### src/rtl/e203_rst_req_pkg.sv
// Shared types and constants for the reset-request generator.
package e203_rst_req_pkg;

    localparam int CNT_W = 8;

    localparam int CAUSE_SW  = 0;
    localparam int CAUSE_WDT = 1;
    localparam int CAUSE_DBG = 2;
    localparam int CAUSE_POR = 3;

    localparam logic [3:0] CAUSE_RESET_VAL = 4'(1 << CAUSE_POR);

    typedef enum logic [1:0] {
        IDLE      = 2'd0,
        ASSERT    = 2'd1,
        HOLD      = 2'd2,
        WAIT_DONE = 2'd3
    } state_t;

endpackage

### src/rtl/e203_rst_req_gen_if.sv
// Request/acknowledge bundle between the reset sources and the request generator.
// Handshake: requests are sampled on every rising clk edge with no ready;
// rst_done is a level acknowledge that is only observed while waiting for release.
interface e203_rst_req_gen_if;

    logic       test_mode;
    logic       sw_rst_req;
    logic       wdt_rst_req;
    logic       dbg_ndm_req;
    logic       rst_done;
    logic       cause_clr;
    logic       rst_req_n;
    logic       busy;
    logic       timeout;
    logic [3:0] cause;

    modport master (
        output test_mode, sw_rst_req, wdt_rst_req, dbg_ndm_req, rst_done, cause_clr,
        input  rst_req_n, busy, timeout, cause
    );

    modport slave (
        input  test_mode, sw_rst_req, wdt_rst_req, dbg_ndm_req, rst_done, cause_clr,
        output rst_req_n, busy, timeout, cause
    );

endinterface

### src/rtl/e203_rst_req_cnt.sv
// Loadable down-counter shared by the stretch and release-timeout phases.
module e203_rst_req_cnt
    import e203_rst_req_pkg::*;
(
    input  logic             clk,
    input  logic             rst,
    input  logic             load,
    input  logic [CNT_W-1:0] load_val,
    input  logic             dec,
    output logic [CNT_W-1:0] count,
    output logic             zero
);

    always_ff @(posedge clk) begin
        if (rst) begin
            count <= '0;
        end else if (load) begin
            count <= load_val;
        end else if (dec && (count != '0)) begin
            count <= count - 1'b1;
        end
    end

    assign zero = (count == '0);

endmodule

### src/rtl/e203_rst_req_gen.sv
// Collects sw/wdt/dbg reset sources into a stretched active-low request,
// waits for the controller's release acknowledge and keeps sticky cause bits.
module e203_rst_req_gen
    import e203_rst_req_pkg::*;
#(
    parameter int STRETCH_CYC  = 16,
    parameter int DONE_TIMEOUT = 64
) (
    input  logic                 clk,
    input  logic                 rst,
    e203_rst_req_gen_if.slave    bus,
    output state_t               dbg_state
);

    localparam logic [CNT_W-1:0] STRETCH_LD = CNT_W'(STRETCH_CYC - 1);
    localparam logic [CNT_W-1:0] TIMEOUT_LD = CNT_W'(DONE_TIMEOUT - 1);

    state_t           state;
    state_t           state_n;
    logic             cnt_load;
    logic [CNT_W-1:0] cnt_val;
    logic             cnt_dec;
    logic [CNT_W-1:0] cnt_count;
    logic             cnt_zero;
    logic             to_flag;
    logic             req_any;
    logic             lvl_any;
    logic [3:0]       req_vec;
    logic             req_n_q;
    logic             busy_q;
    logic             timeout_q;
    logic [3:0]       cause_q;
    logic             req_n_n;
    logic             busy_n;
    logic             timeout_n;
    logic [3:0]       cause_n;

    e203_rst_req_cnt u_cnt (
        .clk      (clk),
        .rst      (rst),
        .load     (cnt_load),
        .load_val (cnt_val),
        .dec      (cnt_dec),
        .count    (cnt_count),
        .zero     (cnt_zero)
    );

    assign req_any = bus.sw_rst_req | bus.wdt_rst_req | bus.dbg_ndm_req;
    assign lvl_any = bus.wdt_rst_req | bus.dbg_ndm_req;

    always_comb begin
        req_vec            = '0;
        req_vec[CAUSE_SW]  = bus.sw_rst_req;
        req_vec[CAUSE_WDT] = bus.wdt_rst_req;
        req_vec[CAUSE_DBG] = bus.dbg_ndm_req;
    end

    always_ff @(posedge clk) begin
        if (rst) begin
            state <= IDLE;
        end else begin
            state <= state_n;
        end
    end

    always_comb begin
        state_n  = state;
        cnt_load = 1'b0;
        cnt_val  = '0;
        cnt_dec  = 1'b0;
        to_flag  = 1'b0;
        if (bus.test_mode) begin
            state_n = IDLE;
        end else begin
            case (state)
                IDLE: begin
                    if (req_any) begin
                        state_n  = ASSERT;
                        cnt_load = 1'b1;
                        cnt_val  = STRETCH_LD;
                    end
                end
                ASSERT: begin
                    if (cnt_zero) begin
                        state_n = HOLD;
                    end else begin
                        cnt_dec = 1'b1;
                    end
                end
                HOLD: begin
                    if (!lvl_any) begin
                        state_n  = WAIT_DONE;
                        cnt_load = 1'b1;
                        cnt_val  = TIMEOUT_LD;
                    end
                end
                WAIT_DONE: begin
                    // A fresh request outranks a same-cycle release acknowledge.
                    if (req_any) begin
                        state_n  = ASSERT;
                        cnt_load = 1'b1;
                        cnt_val  = STRETCH_LD;
                    end else if (bus.rst_done) begin
                        state_n = IDLE;
                    end else if (cnt_zero) begin
                        state_n = IDLE;
                        to_flag = 1'b1;
                    end else begin
                        cnt_dec = 1'b1;
                    end
                end
                default: state_n = IDLE;
            endcase
        end
    end

    always_comb begin
        req_n_n   = !((state_n == ASSERT) || ((state_n == HOLD) && lvl_any));
        busy_n    = (state_n != IDLE);
        cause_n   = (bus.cause_clr ? 4'b0000 : cause_q) | (bus.test_mode ? 4'b0000 : req_vec);
        timeout_n = (bus.cause_clr ? 1'b0 : timeout_q) | to_flag;
    end

    always_ff @(posedge clk) begin
        if (rst) begin
            req_n_q   <= 1'b1;
            busy_q    <= 1'b0;
            timeout_q <= 1'b0;
            cause_q   <= CAUSE_RESET_VAL;
        end else begin
            req_n_q   <= req_n_n;
            busy_q    <= busy_n;
            timeout_q <= timeout_n;
            cause_q   <= cause_n;
        end
    end

    assign bus.rst_req_n = req_n_q;
    assign bus.busy      = busy_q;
    assign bus.timeout   = timeout_q;
    assign bus.cause     = cause_q;
    assign dbg_state     = state;

endmodule
### src/flat_wrapper.sv
// flat-port wrapper written by rule: the top's interface ports become plain ports
module e203_rst_req_gen_flat import e203_rst_req_pkg::*;
#(
    parameter int STRETCH_CYC  = 16,
    parameter int DONE_TIMEOUT = 64
)
  (clk, rst, dbg_state, bus_test_mode, bus_sw_rst_req, bus_wdt_rst_req, bus_dbg_ndm_req, bus_rst_done, bus_cause_clr, bus_rst_req_n, bus_busy, bus_timeout, bus_cause);
  e203_rst_req_gen_if bus_i ();
  input  logic clk;
  input  logic rst;
  output state_t dbg_state;
  input wire logic [$bits(bus_i.test_mode)-1:0] bus_test_mode;
  input wire logic [$bits(bus_i.sw_rst_req)-1:0] bus_sw_rst_req;
  input wire logic [$bits(bus_i.wdt_rst_req)-1:0] bus_wdt_rst_req;
  input wire logic [$bits(bus_i.dbg_ndm_req)-1:0] bus_dbg_ndm_req;
  input wire logic [$bits(bus_i.rst_done)-1:0] bus_rst_done;
  input wire logic [$bits(bus_i.cause_clr)-1:0] bus_cause_clr;
  output wire logic [$bits(bus_i.rst_req_n)-1:0] bus_rst_req_n;
  output wire logic [$bits(bus_i.busy)-1:0] bus_busy;
  output wire logic [$bits(bus_i.timeout)-1:0] bus_timeout;
  output wire logic [$bits(bus_i.cause)-1:0] bus_cause;
  assign bus_i.test_mode = bus_test_mode;
  assign bus_i.sw_rst_req = bus_sw_rst_req;
  assign bus_i.wdt_rst_req = bus_wdt_rst_req;
  assign bus_i.dbg_ndm_req = bus_dbg_ndm_req;
  assign bus_i.rst_done = bus_rst_done;
  assign bus_i.cause_clr = bus_cause_clr;
  assign bus_rst_req_n = bus_i.rst_req_n;
  assign bus_busy = bus_i.busy;
  assign bus_timeout = bus_i.timeout;
  assign bus_cause = bus_i.cause;
  e203_rst_req_gen #(.STRETCH_CYC(STRETCH_CYC), .DONE_TIMEOUT(DONE_TIMEOUT)) u_core (.clk(clk), .rst(rst), .bus(bus_i), .dbg_state(dbg_state));
endmodule
### config.mk
export PLATFORM = sky130hd
export DESIGN_NAME = e203_rst_req_gen_flat
export DESIGN_NICKNAME = d
export VERILOG_FILES = /design/src/rtl/e203_rst_req_pkg.sv /design/src/rtl/e203_rst_req_gen_if.sv /design/src/rtl/e203_rst_req_cnt.sv /design/src/rtl/e203_rst_req_gen.sv /design/src/flat_wrapper.sv
export SDC_FILE = /design/constraint.sdc
export NUM_CORES = 1
export LEC_CHECK = 0
export ABC_AREA = 1
export BUFFER_PORTS_ARGS = -buffer_cell sky130_fd_sc_hd__buf_4
export CELL_PAD_IN_SITES_DETAIL_PLACEMENT = 0
export CELL_PAD_IN_SITES_GLOBAL_PLACEMENT = 1
export CORE_ASPECT_RATIO = 0.6
export CORE_UTILIZATION = 38
export DETAILED_ROUTE_END_ITERATION = 8
export GPL_TIMING_DRIVEN = 0
export PLACE_DENSITY = 0.8
export SLEW_MARGIN = 20
export SYNTH_ARGS = -nofsm -noshare
export SYNTH_HDL_FRONTEND = slang
export SYNTH_SLANG_ARGS = --single-unit
### constraint.sdc
create_clock -name clk -period 1.8 [get_ports clk]
set_clock_uncertainty 0.2 [all_clocks]
set_input_delay 0.45 -clock clk [delete_from_list [all_inputs] [get_ports clk]]
set_output_delay 0.45 -clock clk [all_outputs]
set_load 0.01 [all_outputs]
After elaboration in Yosys (flattened, before gate mapping). Cells that the tools add are included.

Mux-type cells: 31. Shifts and indexed selects: 0. Reductions and logical operators: 10. Add/subtract/negate cells: 1. Equal/unequal tests: 5. Order comparisons: 0. Bitwise logic cells: 5. Divide/modulo/power cells: 0. Multipliers: 0.

Operator list (count): 8-bit two-way mux (3); 8-bit case mux with 2 select lines (1); 2-bit two-way mux (7); 1-bit two-way mux (13); 8-bit logical NOT (1); 4-bit two-way mux (2); 2-bit case mux with 4 select lines (1); 8-bit nonzero test (1); 8-bit by 1-bit subtractor with 8-bit output, second input constant (1); 2-bit equality test, second input constant (3); 6-bit two-way mux (1); 2-bit by 1-bit equality test with 1-bit output, second input constant (2); 1-bit bitwise OR (4); 4-bit bitwise OR (1); 1-bit case mux with 2 select lines (2); 2-bit nonzero test (2); 3-bit two-way mux (1); 1-bit logical AND (2); 2-bit logical NOT (1); 2-bit OR reduction (1); 1-bit logical NOT (1); 1-bit logical OR (1).

RAM bits: 0. ROM bits: 0. Output and inout bits: 9. Register bits after elaboration: 17. Memories kept: 0. Latch bits: 0.

Longest topological paths before layout. Gate-level depths: netlist of the first run.

Depth in word-level cells: 10. Mapped depth: 12. Mapped depth without buffers: 12.

By module. Synthesis of the first run repeated with hierarchy kept, for this count alone.

Cell total of the unflattened synthesis: 187. Area, all modules: 1148.6 um2.

Modules (own cells, without submodules): e203_rst_req_cnt (cells each 104, seq. area each 160.2 um2, area each 600.6 um2, instances 1); e203_rst_req_gen (cells each 83, seq. area each 180.2 um2, area each 548.0 um2, instances 1).

Worst setup path after synthesis of the first run. No wires, ideal clock.

Kind: register to register. From: register u_core.state[0] (netlist: u_core.dbg_state[0]). To: register u_core.u_cnt.count[5]. Setup time: 120 ps. Path slack: 119 ps. Arrival: 1362 ps. Cell stages (with the launch flop): 11. Cells stage by stage: dfxtp_1 > inv_1 > ha_1 > inv_1 > nand2_1 > nand2_1 > nand3_4 > inv_2 > nor2_2 > o211ai_1 > nand2_1.

Word-level cells in the longest chain between the ends: 5.

Ends and longest elaborated chain: from (decl) (line e203_rst_req_gen.sv:18) `state_t state;`; from (signal assigned) (line e203_rst_req_gen.sv:62) `state <= state_n;`; 2-bit equality test (tied with other cells) (line e203_rst_req_gen.sv:75) `case (state)`; 2-bit OR reduction (no source line) or 1-bit case mux with 2 select lines (tied branches); 8-bit case mux with 2 select lines (tied with other cells) (line e203_rst_req_gen.sv:75); 8-bit two-way mux (tied with other cells) (line e203_rst_req_gen.sv:72) `if (bus.test_mode) begin`; 8-bit two-way mux or 2-bit nonzero test (tied branches); to (signal assigned) (line e203_rst_req_cnt.sv:18) `count <= load_val;`; to (signal assigned) (line e203_rst_req_cnt.sv:20) `count <= count - 1'b1;`; to (decl) (line e203_rst_req_cnt.sv:10) `output logic [CNT_W-1:0] count,`.

Parallel ways exist; a longest one is shown, timed or not. A chain may end at the register's enable or synchronous reset.

Worst setup path after layout of the first run.
From: register u_core.state[1] (netlist: u_core.dbg_state[1]). To: register u_core.u_cnt.count[4].

Same word-level chain as after synthesis.

==> results of run 1 <==
worst max path at each step:
| stage | from | endpoint | slack, ns |
|---|---|---|---|
| finish | u_core.dbg_state[1]$_SDFF_PP0_ | u_core.u_cnt.count[4]$_SDFFE_PP0P_ | 0.10 |
| global route | u_core.dbg_state[0]$_SDFF_PP0_ | u_core.u_cnt.count[1]$_SDFFE_PP0P_ | 0.002 |
| CTS | u_core.dbg_state[0]$_SDFF_PP0_ | u_core.u_cnt.count[5]$_SDFFE_PP0P_ | 0.04 |
| detailed placement | bus_dbg_ndm_req | u_core.u_cnt.count[4]$_SDFFE_PP0P_ | -0.04 |
| global placement | bus_dbg_ndm_req | u_core.u_cnt.count[4]$_SDFFE_PP0P_ | -0.05 |
| floorplan | u_core.dbg_state[0]$_SDFF_PP0_ | u_core.u_cnt.count[5]$_SDFFE_PP0P_ | 0.12 |
cell type report:
cell class	count	area, um^2	area share (%)
multi-input cells	108	647	49.6
flip-flops and latches	17	348	26.7
repair buffers	17	128	9.78
inverters	24	93.8	7.19
clock buffers	4	45.0	3.45
well taps	32	40.0	3.07
plain buffers	1	3.75	0.288
worst max-delay path: stages, from the launching register on:
cell and delay (ns):
sky130_fd_sc_hd__dfxtp_4 0.36, sky130_fd_sc_hd__inv_2 0.09, sky130_fd_sc_hd__ha_1 0.17, sky130_fd_sc_hd__inv_1 0.13, sky130_fd_sc_hd__a21oi_4 0.22, sky130_fd_sc_hd__nand2_4 0.11
sky130_fd_sc_hd__nand2_4 0.14, sky130_fd_sc_hd__nand3_2 0.07, sky130_fd_sc_hd__nand2_1 0.06, sky130_fd_sc_hd__nor2_1 0.04
report_power, final:
part           internal, mW  leakage [nW]  switching [mW]  total (mW)
Combinational         0.141         0.447           0.225       0.366
Sequential            0.407         0.141          0.0246       0.431
Clock                 0.157        0.0228           0.120       0.277
Total                 0.704         0.611           0.370        1.07
repair_timing:
| item | in CTS | in global routing |
|---|---|---|
| gates resized for setup | 2 | 16 |
| gates cloned | 0 | 1 |
| pin swaps | 0 | 3 |
| setup endpoints to repair | 2 | 12 |
| buffers inserted | 0 | 1 |
cell families (layout without fill, tap and decap cells):
logic type	Yosys count	in the layout	synth area share (%)
buf+inv	25	46	9.27
fa+ha+maj	5	5	6.10
flops	17	17	33.2
compound gates	22	22	13.4
xor+xnor	3	3	2.56
simple gates	77	78	35.5
cell usage in the layout, fill, tap and decap left out:
cell	count
sky130_fd_sc_hd__nand3_2	1
sky130_fd_sc_hd__or2_1	1
sky130_fd_sc_hd__a21oi_1	6
sky130_fd_sc_hd__clkinv_2	1
sky130_fd_sc_hd__o21ai_1	5
sky130_fd_sc_hd__dfxtp_4	2
sky130_fd_sc_hd__nor2_4	2
sky130_fd_sc_hd__nand2_4	2
sky130_fd_sc_hd__nand4_2	1
sky130_fd_sc_hd__nor2_1	15
sky130_fd_sc_hd__o21ai_0	3
sky130_fd_sc_hd__nand3_1	13
sky130_fd_sc_hd__nand2_2	3
sky130_fd_sc_hd__dfxtp_1	15
sky130_fd_sc_hd__ha_1	2
sky130_fd_sc_hd__ha_2	1
sky130_fd_sc_hd__nand4_1	2
sky130_fd_sc_hd__inv_4	1
sky130_fd_sc_hd__ha_4	2
sky130_fd_sc_hd__xor2_1	3
sky130_fd_sc_hd__clkbuf_8	3
sky130_fd_sc_hd__clkbuf_1	2
sky130_fd_sc_hd__nor2_2	1
sky130_fd_sc_hd__inv_1	18
sky130_fd_sc_hd__nand2_1	36
sky130_fd_sc_hd__buf_4	17
sky130_fd_sc_hd__o21ai_2	2
sky130_fd_sc_hd__o31ai_1	1
sky130_fd_sc_hd__a21oi_4	1
sky130_fd_sc_hd__inv_2	4
sky130_fd_sc_hd__o211ai_1	1
sky130_fd_sc_hd__nand3_4	1
sky130_fd_sc_hd__a21oi_2	3
registers in the layout (all words and copies together), names as in the netlist:
signal,count
u_core.bus.busy,1
u_core.bus.rst_req_n,1
u_core.bus.timeout,1
u_core.u_cnt.count,8
u_core.dbg_state,2
u_core.bus.cause,4
routing by layer:
metal | wire length, um | vias to the layer above | part of all wire, % | global-route usage (%)
li1 | - | 524 | - | -
met1 | 1300 | 431 | 52 | 24.3
met2 | 1010 | 35 | 41 | 26.0
met3 | 144 | 2 | 5.8 | 5.05
met4 | 20 | 0 | 0.81 | 3.67
met5 | 0 | - | 0 | 0
==> insert_results.sql, run 1 <==
INSERT INTO impl_metrics (metric_group, metric, value, unit) VALUES
('power', 'total_power_per_unit_cell_area', '823', 'nW/um^2'),
('min_path', 'worstHoldStart', 'u_core.bus.cause[3]$_SDFFE_PP1P_', ''),
('timing', 'hold_ws', '0.244', 'ns'),
('synthesis', 'yosys.cell_count.top_type', 'sky130_fd_sc_hd__nand2_1', ''),
('synthesis', 'yosys.area.top_type', 'sky130_fd_sc_hd__dfxtp_1', ''),
('cts', 'root_buffer_master', 'sky130_fd_sc_hd__clkbuf_8', ''),
('detailed_routing', 'drt_wl_total', '2.47', 'mm'),
('cts', 'tritoncts', 'done', ''),
('floorplan', 'floorplan.initialDensity', '40.4', '%'),
('timing', 'relSlewSlack', '63.2', '%'),
('global_routing', 'antenna_found_initial', '0', ''),
('timing', 'timing.final.crit_share', '94.2', '%'),
('placement', 'buffer_ports.inserted', '16', ''),
('global_routing', 'first_global_vias', '903', ''),
('synthesis', 'netlist-cell-type-count', '25', ''),
('cts', 'clock_sink_count', '17', ''),
('synthesis', 'synthesized_instance_count', '149', ''),
('finish', 'antenna-diode-count', '0', ''),
('synthesis', 'synth_area_per_cell', '6.89', 'um^2'),
('cts', 'worst_setup_hold_path_clk_slew', '0.06', 'ns'),
('finish', 'finish.net_count', '185', ''),
('timing', 'fmax', '589', 'MHz'),
('timing', 'setup_repair_after_global_routing_missed_its_margin', 'no', ''),
('detailed_routing', 'drt-wirelength-per-cell', '12.2', 'um'),
('global_routing', 'overflow', '0', ''),
('power', 'cellLeakagePower', '0.611', 'nW'),
('worst_setup_path', 'rrSetupSlack', '0.10', 'ns'),
('placement', 'placed_area', '1190', 'um^2'),
('finish', 'post_layout_utilization_of_the_core', '51.4', '%'),
('status', 'outcome', 'finished, final reports clean', ''),
('synthesis', 'yosys_top_cell_area_share', '33.2', '%'),
('synthesis', 'ys_dominant_reg_cell', 'sky130_fd_sc_hd__dfxtp_1', ''),
('timing', 'timing_hold_violations_final', '0', ''),
('worst_setup_path', 'crit_required', '1.74', 'ns'),
('cts', 'clock_insertion_delay_at_the_later_pin_of_the_skew_report', '0.25', 'ns'),
('worst_setup_path', 'setup.worst_path.end_class', 'register', ''),
('finish', 'final_instance_count_without_filler_cells', '203', ''),
('finish', 'number_of_filler_cells_placed_in_the_layout', '254', ''),
('timing', 'timing.setup.tns', '0', 'ns'),
('placement', 'routabilityCongestion', '0.917', ''),
('synthesis', 'netlist_top_cells_count', 'sky130_fd_sc_hd__nand2_1 (37), sky130_fd_sc_hd__inv_1 (20), sky130_fd_sc_hd__dfxtp_1 (17)', ''),
('timing', 'tmin_final', '1.70', 'ns'),
('power', 'design_power_total', '1.07', 'mW'),
('finish', 'finalInstanceArea', '1310', 'um^2'),
('synthesis', 'synth-warning-count', '0', ''),
('floorplan', 'ports_placed_on_the_boundary', '17', ''),
('detailed_routing', 'detail_route.drc_violations', '0', ''),
('min_path', 'min_delay_worst_endpoint', 'u_core.bus.cause[3]$_SDFFE_PP1P_', ''),
('synthesis', 'netlist_top_cells_area', 'sky130_fd_sc_hd__dfxtp_1 (33%), sky130_fd_sc_hd__nand2_1 (14%), sky130_fd_sc_hd__inv_1 (7.3%)', ''),
('power', 'ir_worst_vdd', '0.490', 'mV'),
('synthesis', 'ys_seq_area_share', '33.2', '%'),
('detailed_routing', 'drtPass1Iterations', '4', ''),
('placement', 'detailedPlacementHpwl', '1.75', 'mm'),
('floorplan', 'number_of_placement_rows', '14', ''),
('synthesis', 'synth_enable_flop_cells', '0', ''),
('timing', 'tightestPinTransition', '0.552', 'ns'),
('cts', 'largest_buffer_count_on_any_clock_path', '2', ''),
('timing', 'finalSetupViolCount', '0', ''),
('global_routing', 'grt_pass1_wl', '3.95', 'mm'),
('worst_setup_path', 'rr_endpoint', 'u_core.u_cnt.count[4]$_SDFFE_PP0P_', ''),
('worst_setup_path', 'worst-path-max-fanout', '6', ''),
('synthesis', 'ys_seq_elements', '17', ''),
('timing', 'final_max_slew_viol_count', '0', ''),
('finish', 'drive_above_1_share', '28.1', '%'),
('timing', 'post-route-worst-setup-slack', '0.104', 'ns'),
('global_routing', 'gr-usage-all-layers', '17.2', '%'),
('detailed_routing', 'antenna_violating_nets_post_route', '0', ''),
('floorplan', 'die_height', '42.3', 'um'),
('cts', 'numCtsBuffers', '3', ''),
('worst_setup_path', 'worstPathArrival', '1.64', 'ns'),
('placement', 'numPlacedInstances', '197', '');
Note: power is estimated with default switching activity, not from simulation.
==> inputs of run 2 (changes only) <==
--- a/config.mk
+++ b/config.mk
@@ -5,16 +5,15 @@
 export SDC_FILE = /design/constraint.sdc
 export NUM_CORES = 1
 export LEC_CHECK = 0
-export ABC_AREA = 1
 export BUFFER_PORTS_ARGS = -buffer_cell sky130_fd_sc_hd__buf_4
 export CELL_PAD_IN_SITES_DETAIL_PLACEMENT = 0
 export CELL_PAD_IN_SITES_GLOBAL_PLACEMENT = 1
 export CORE_ASPECT_RATIO = 0.6
-export CORE_UTILIZATION = 38
+export CORE_UTILIZATION = 41
 export DETAILED_ROUTE_END_ITERATION = 8
 export GPL_TIMING_DRIVEN = 0
-export PLACE_DENSITY = 0.8
-export SLEW_MARGIN = 20
+export PLACE_DENSITY = 0.82
+export SLEW_MARGIN = 25
 export SYNTH_ARGS = -nofsm -noshare
 export SYNTH_HDL_FRONTEND = slang
 export SYNTH_SLANG_ARGS = --single-unit
==> insert_results.sql, run 2 <==
INSERT INTO impl_metrics (metric_group, metric, value, unit) VALUES
('floorplan', 'floorplan.initialDensity', '45.7', '%'),
('placement', 'buffer_ports.inserted', '15', ''),
('finish', 'drive_above_1_share', '50.9', '%'),
('timing', 'timing_hold_violations_final', '0', ''),
('detailed_routing', 'antenna_violating_nets_post_route', '0', ''),
('detailed_routing', 'avgViaCountPerCell', '6.12', ''),
('floorplan', 'die_area', '2750', 'um^2'),
('worst_setup_path', 'crit_required', '1.72', 'ns'),
('synthesis', 'yosys.cell_count.top_type', 'sky130_fd_sc_hd__dfxtp_1', ''),
('placement', 'routabilityCongestion', '0.853', ''),
('cts', 'numCtsBuffers', '3', ''),
('global_routing', 'pin_count_of_the_biggest_net_entering_global_routing', '11', ''),
('status', 'outcome', 'finished with violations', ''),
('power', 'cellLeakagePower', '0.624', 'nW'),
('cts', 'clock_sink_count', '17', ''),
('finish', 'most_common_cell_after_layout_fill_and_taps_aside', 'sky130_fd_sc_hd__buf_4', ''),
('timing', 'final_max_slew_viol_count', '0', ''),
('worst_setup_path', 'path_delay_family', 'simple AND/OR/NAND/NOR gates', ''),
('worst_setup_path', 'timing.critical_path.depth', '9', ''),
('worst_setup_path', 'path_common_cell', 'sky130_fd_sc_hd__buf_6', ''),
('floorplan', 'core', '2280', 'um^2'),
('global_routing', 'antenna_found_initial', '0', ''),
('synthesis', 'yosys.area.top_type', 'sky130_fd_sc_hd__dfxtp_1', ''),
('detailed_routing', 'drt_iter0_markers', '91', ''),
('timing', 'setup_repair_after_global_routing_missed_its_margin', 'yes', ''),
('worst_setup_path', 'cp_slowest_stage_delay', '0.48', 'ns'),
('worst_setup_path', 'cpMaxStageDelayCell', 'sky130_fd_sc_hd__or4b_4', ''),
('synthesis', 'synth_area_per_cell', '8.59', 'um^2'),
('worst_setup_path', 'depth_of_the_most_critical_reg_to_reg_path', '9', ''),
('finish', 'syn2layout_area_growth', '56.8', '%'),
('global_routing', 'gr-usage-all-layers', '23.1', '%'),
('finish', 'largest_register_ff_count', '8', ''),
('worst_setup_path', 'worstPathArrival', '2.36', 'ns'),
('synthesis', 'async_flop_share', '0', '%'),
('placement', 'detailedPlacementHpwl', '1.93', 'mm'),
('detailed_routing', 'drtPass1Iterations', '4', ''),
('global_routing', 'grt_pass1_wl', '4.37', 'mm'),
('placement', 'place_worst_setup_slack', '-0.609', 'ns'),
('floorplan', 'number_of_placement_rows', '13', ''),
('synthesis', 'ys_seq_elements', '17', ''),
('synthesis', 'ys_dominant_reg_cell', 'sky130_fd_sc_hd__dfxtp_1', ''),
('global_routing', 'first_global_vias', '951', ''),
('detailed_routing', 'drt-wirelength-per-cell', '17.8', 'um'),
('worst_setup_path', 'worst-path-max-fanout', '3', ''),
('cts', 'root_buffer_master', 'sky130_fd_sc_hd__clkbuf_8', ''),
('min_path', 'timing.hold.worst.class', 'input port to register', ''),
('timing', 'tightestPinTransition', '0.549', 'ns'),
('synthesis', 'synthesized_instance_count', '121', ''),
('floorplan', 'dieWidth', '67.0', 'um'),
('cts', 'clock_insertion_delay_at_the_later_pin_of_the_skew_report', '0.26', 'ns'),
('timing', 'fmax', '410', 'MHz'),
('synthesis', 'netlist_top_cells_area', 'sky130_fd_sc_hd__dfxtp_1 (33%), sky130_fd_sc_hd__ha_1 (6.0%), sky130_fd_sc_hd__nand2b_1 (6.0%)', ''),
('worst_setup_path', 'critical_path_buf_inv_count', '4', ''),
('timing', 'finalSetupViolCount', '13', ''),
('floorplan', 'ports_placed_on_the_boundary', '17', ''),
('floorplan', 'die_height', '41.0', 'um'),
('cts', 'cts_htree_levels', '1', ''),
('synthesis', 'yosys_top_cell_area_share', '32.7', '%'),
('synthesis', 'synth_area', '1040', 'um^2'),
('worst_setup_path', 'critical_path.startpoint_type', 'register', ''),
('timing', 'hold_ws', '0.197', 'ns'),
('worst_setup_path', 'path_class', 'register to register', ''),
('timing', 'tmin_final', '2.44', 'ns'),
('detailed_routing', 'detail_route.drc_violations', '0', ''),
('finish', 'regMostFlops', 'u_core.u_cnt.count', ''),
('synthesis', 'netlist_top_cells_count', 'sky130_fd_sc_hd__dfxtp_1 (17), sky130_fd_sc_hd__inv_1 (10), sky130_fd_sc_hd__nand2b_1 (10)', ''),
('worst_setup_path', 'timing.critical_path.cells', 'inv_2, ha_4, or4b_4, or4_4, buf_4, buf_6, buf_6, a21oi_4, o21ai_1', ''),
('cts', 'tritoncts', 'done', ''),
('detailed_routing', 'drt_wl_total', '3.41', 'mm'),
('status', 'violations_in_the_final_reports', 'setup timing', ''),
('synthesis', 'ys_seq_area_share', '32.7', '%'),
('timing', 'timing.final.crit_share', '136', '%'),
('cts', 'cts-hold-fix-buffers', '0', ''),
('synthesis', 'synth_enable_flop_cells', '0', ''),
('finish', 'finish.net_count', '175', ''),
('detailed_routing', 'route.vias.total', '1169', ''),
('run', 'cap_violations', '0', ''),
('global_routing', 'overflow', '0', ''),
('power', 'ir_worst_vdd', '0.466', 'mV'),
('power', 'total_power_per_unit_cell_area', '759', 'nW/um^2'),
('worst_setup_path', 'setup.worst_path.end_class', 'register', ''),
('min_path', 'min_path_cells', '2', ''),
('cts', 'worst_setup_hold_path_clk_slew', '0.07', 'ns'),
('synthesis', 'netlist-cell-type-count', '39', ''),
('cts', 'largest_buffer_count_on_any_clock_path', '2', ''),
('timing', 'relSlewSlack', '63.4', '%'),
('synthesis', 'synth-warning-count', '0', ''),
('timing', 'post-route-worst-setup-slack', '-0.640', 'ns'),
('finish', 'layout_common_cells', 'sky130_fd_sc_hd__buf_4 (31), sky130_fd_sc_hd__dfxtp_1 (13), sky130_fd_sc_hd__nand2b_1 (10), sky130_fd_sc_hd__nor2_1 (8)', ''),
('finish', 'antenna-diode-count', '0', ''),
('synthesis', 'syn_nets', '134', '');
[run 2: cell types whose count changed in the layout (fill, tap and decap cells not counted), moves of 5 or more]
cell / change
sky130_fd_sc_hd__nand3_1: -13
sky130_fd_sc_hd__nand2b_1: +10
sky130_fd_sc_hd__a211oi_1: +5
sky130_fd_sc_hd__buf_4: +14
sky130_fd_sc_hd__inv_1: -13
sky130_fd_sc_hd__buf_6: +6
sky130_fd_sc_hd__nor2_1: -7
sky130_fd_sc_hd__nand2_1: -35
[run 2: cell type report]
cell class,instances,area [um^2]
fill,162,647
timing repair buffer,37,300
buffer,3,11.3
inverter,10,40.0
clock inverter,1,5.00
clock buffer,3,41.3
tap,30,37.5
sequential,17,350
multi-input combinational,90,845
[run 2: worst paths after layout]
| path | from | endpoint | slack [ns] |
|---|---|---|---|
| min reg2reg | u_core.bus.cause[3]$_SDFFE_PP1P_ | u_core.bus.cause[3]$_SDFFE_PP1P_ | 0.27 |
| min | bus_cause_clr | u_core.bus.cause[3]$_SDFFE_PP1P_ | 0.20 |
| max reg2reg | u_core.u_cnt.count[0]$_SDFFE_PP0P_ | u_core.bus.busy$_SDFF_PP0_ | -0.64 |
| max | u_core.u_cnt.count[0]$_SDFFE_PP0P_ | u_core.bus.busy$_SDFF_PP0_ | -0.64 |
[run 2: repair_timing]
item                       CTS  global route
pin swaps                    7             9
setup buffers               12            10
setup endpoints to repair   12            13
resized for setup           12            23
[run 2: through the flow]
stage / TNS, ns / instances / area [um^2] / total power [mW] / utilization (%)
after floorplan: -1.76 / 121 / 1110 / 0.651 / -
after global placement: -3.74 / 166 / 1260 / 0.736 / 55.5
after detailed placement: -3.86 / 166 / 1260 / 0.744 / 55.5
after CTS: -3.46 / 182 / 1460 / 1.10 / 64.2
after global routing: -5.04 / 191 / 1630 / 1.29 / 71.6
final: -4.36 / 191 / 1630 / 1.24 / 71.6
[run 2: cells by family after synthesis]
logic type	synth area share (%)
AOI/OAI and AO/OA	26.5
adders and majority gates	6.02
buffers and inverters	5.05
DFF	32.7
muxes	2.17
and+or+nand+nor	27.6
[run 2: layer usage]
metal	part of all wire (%)	global-route usage, %
met1	45	29.7
met2	42	34.0
met3	9.8	8.06
met4	2.7	12.8
met5	0	0
[run 2: power by group]
part           internal [mW]  leakage [nW]  total, mW  switching [mW]
clock                  0.154        0.0255      0.295           0.141
combinational          0.257         0.457      0.503           0.246
sequential             0.405         0.142      0.440          0.0346
total                  0.816         0.624       1.24           0.422
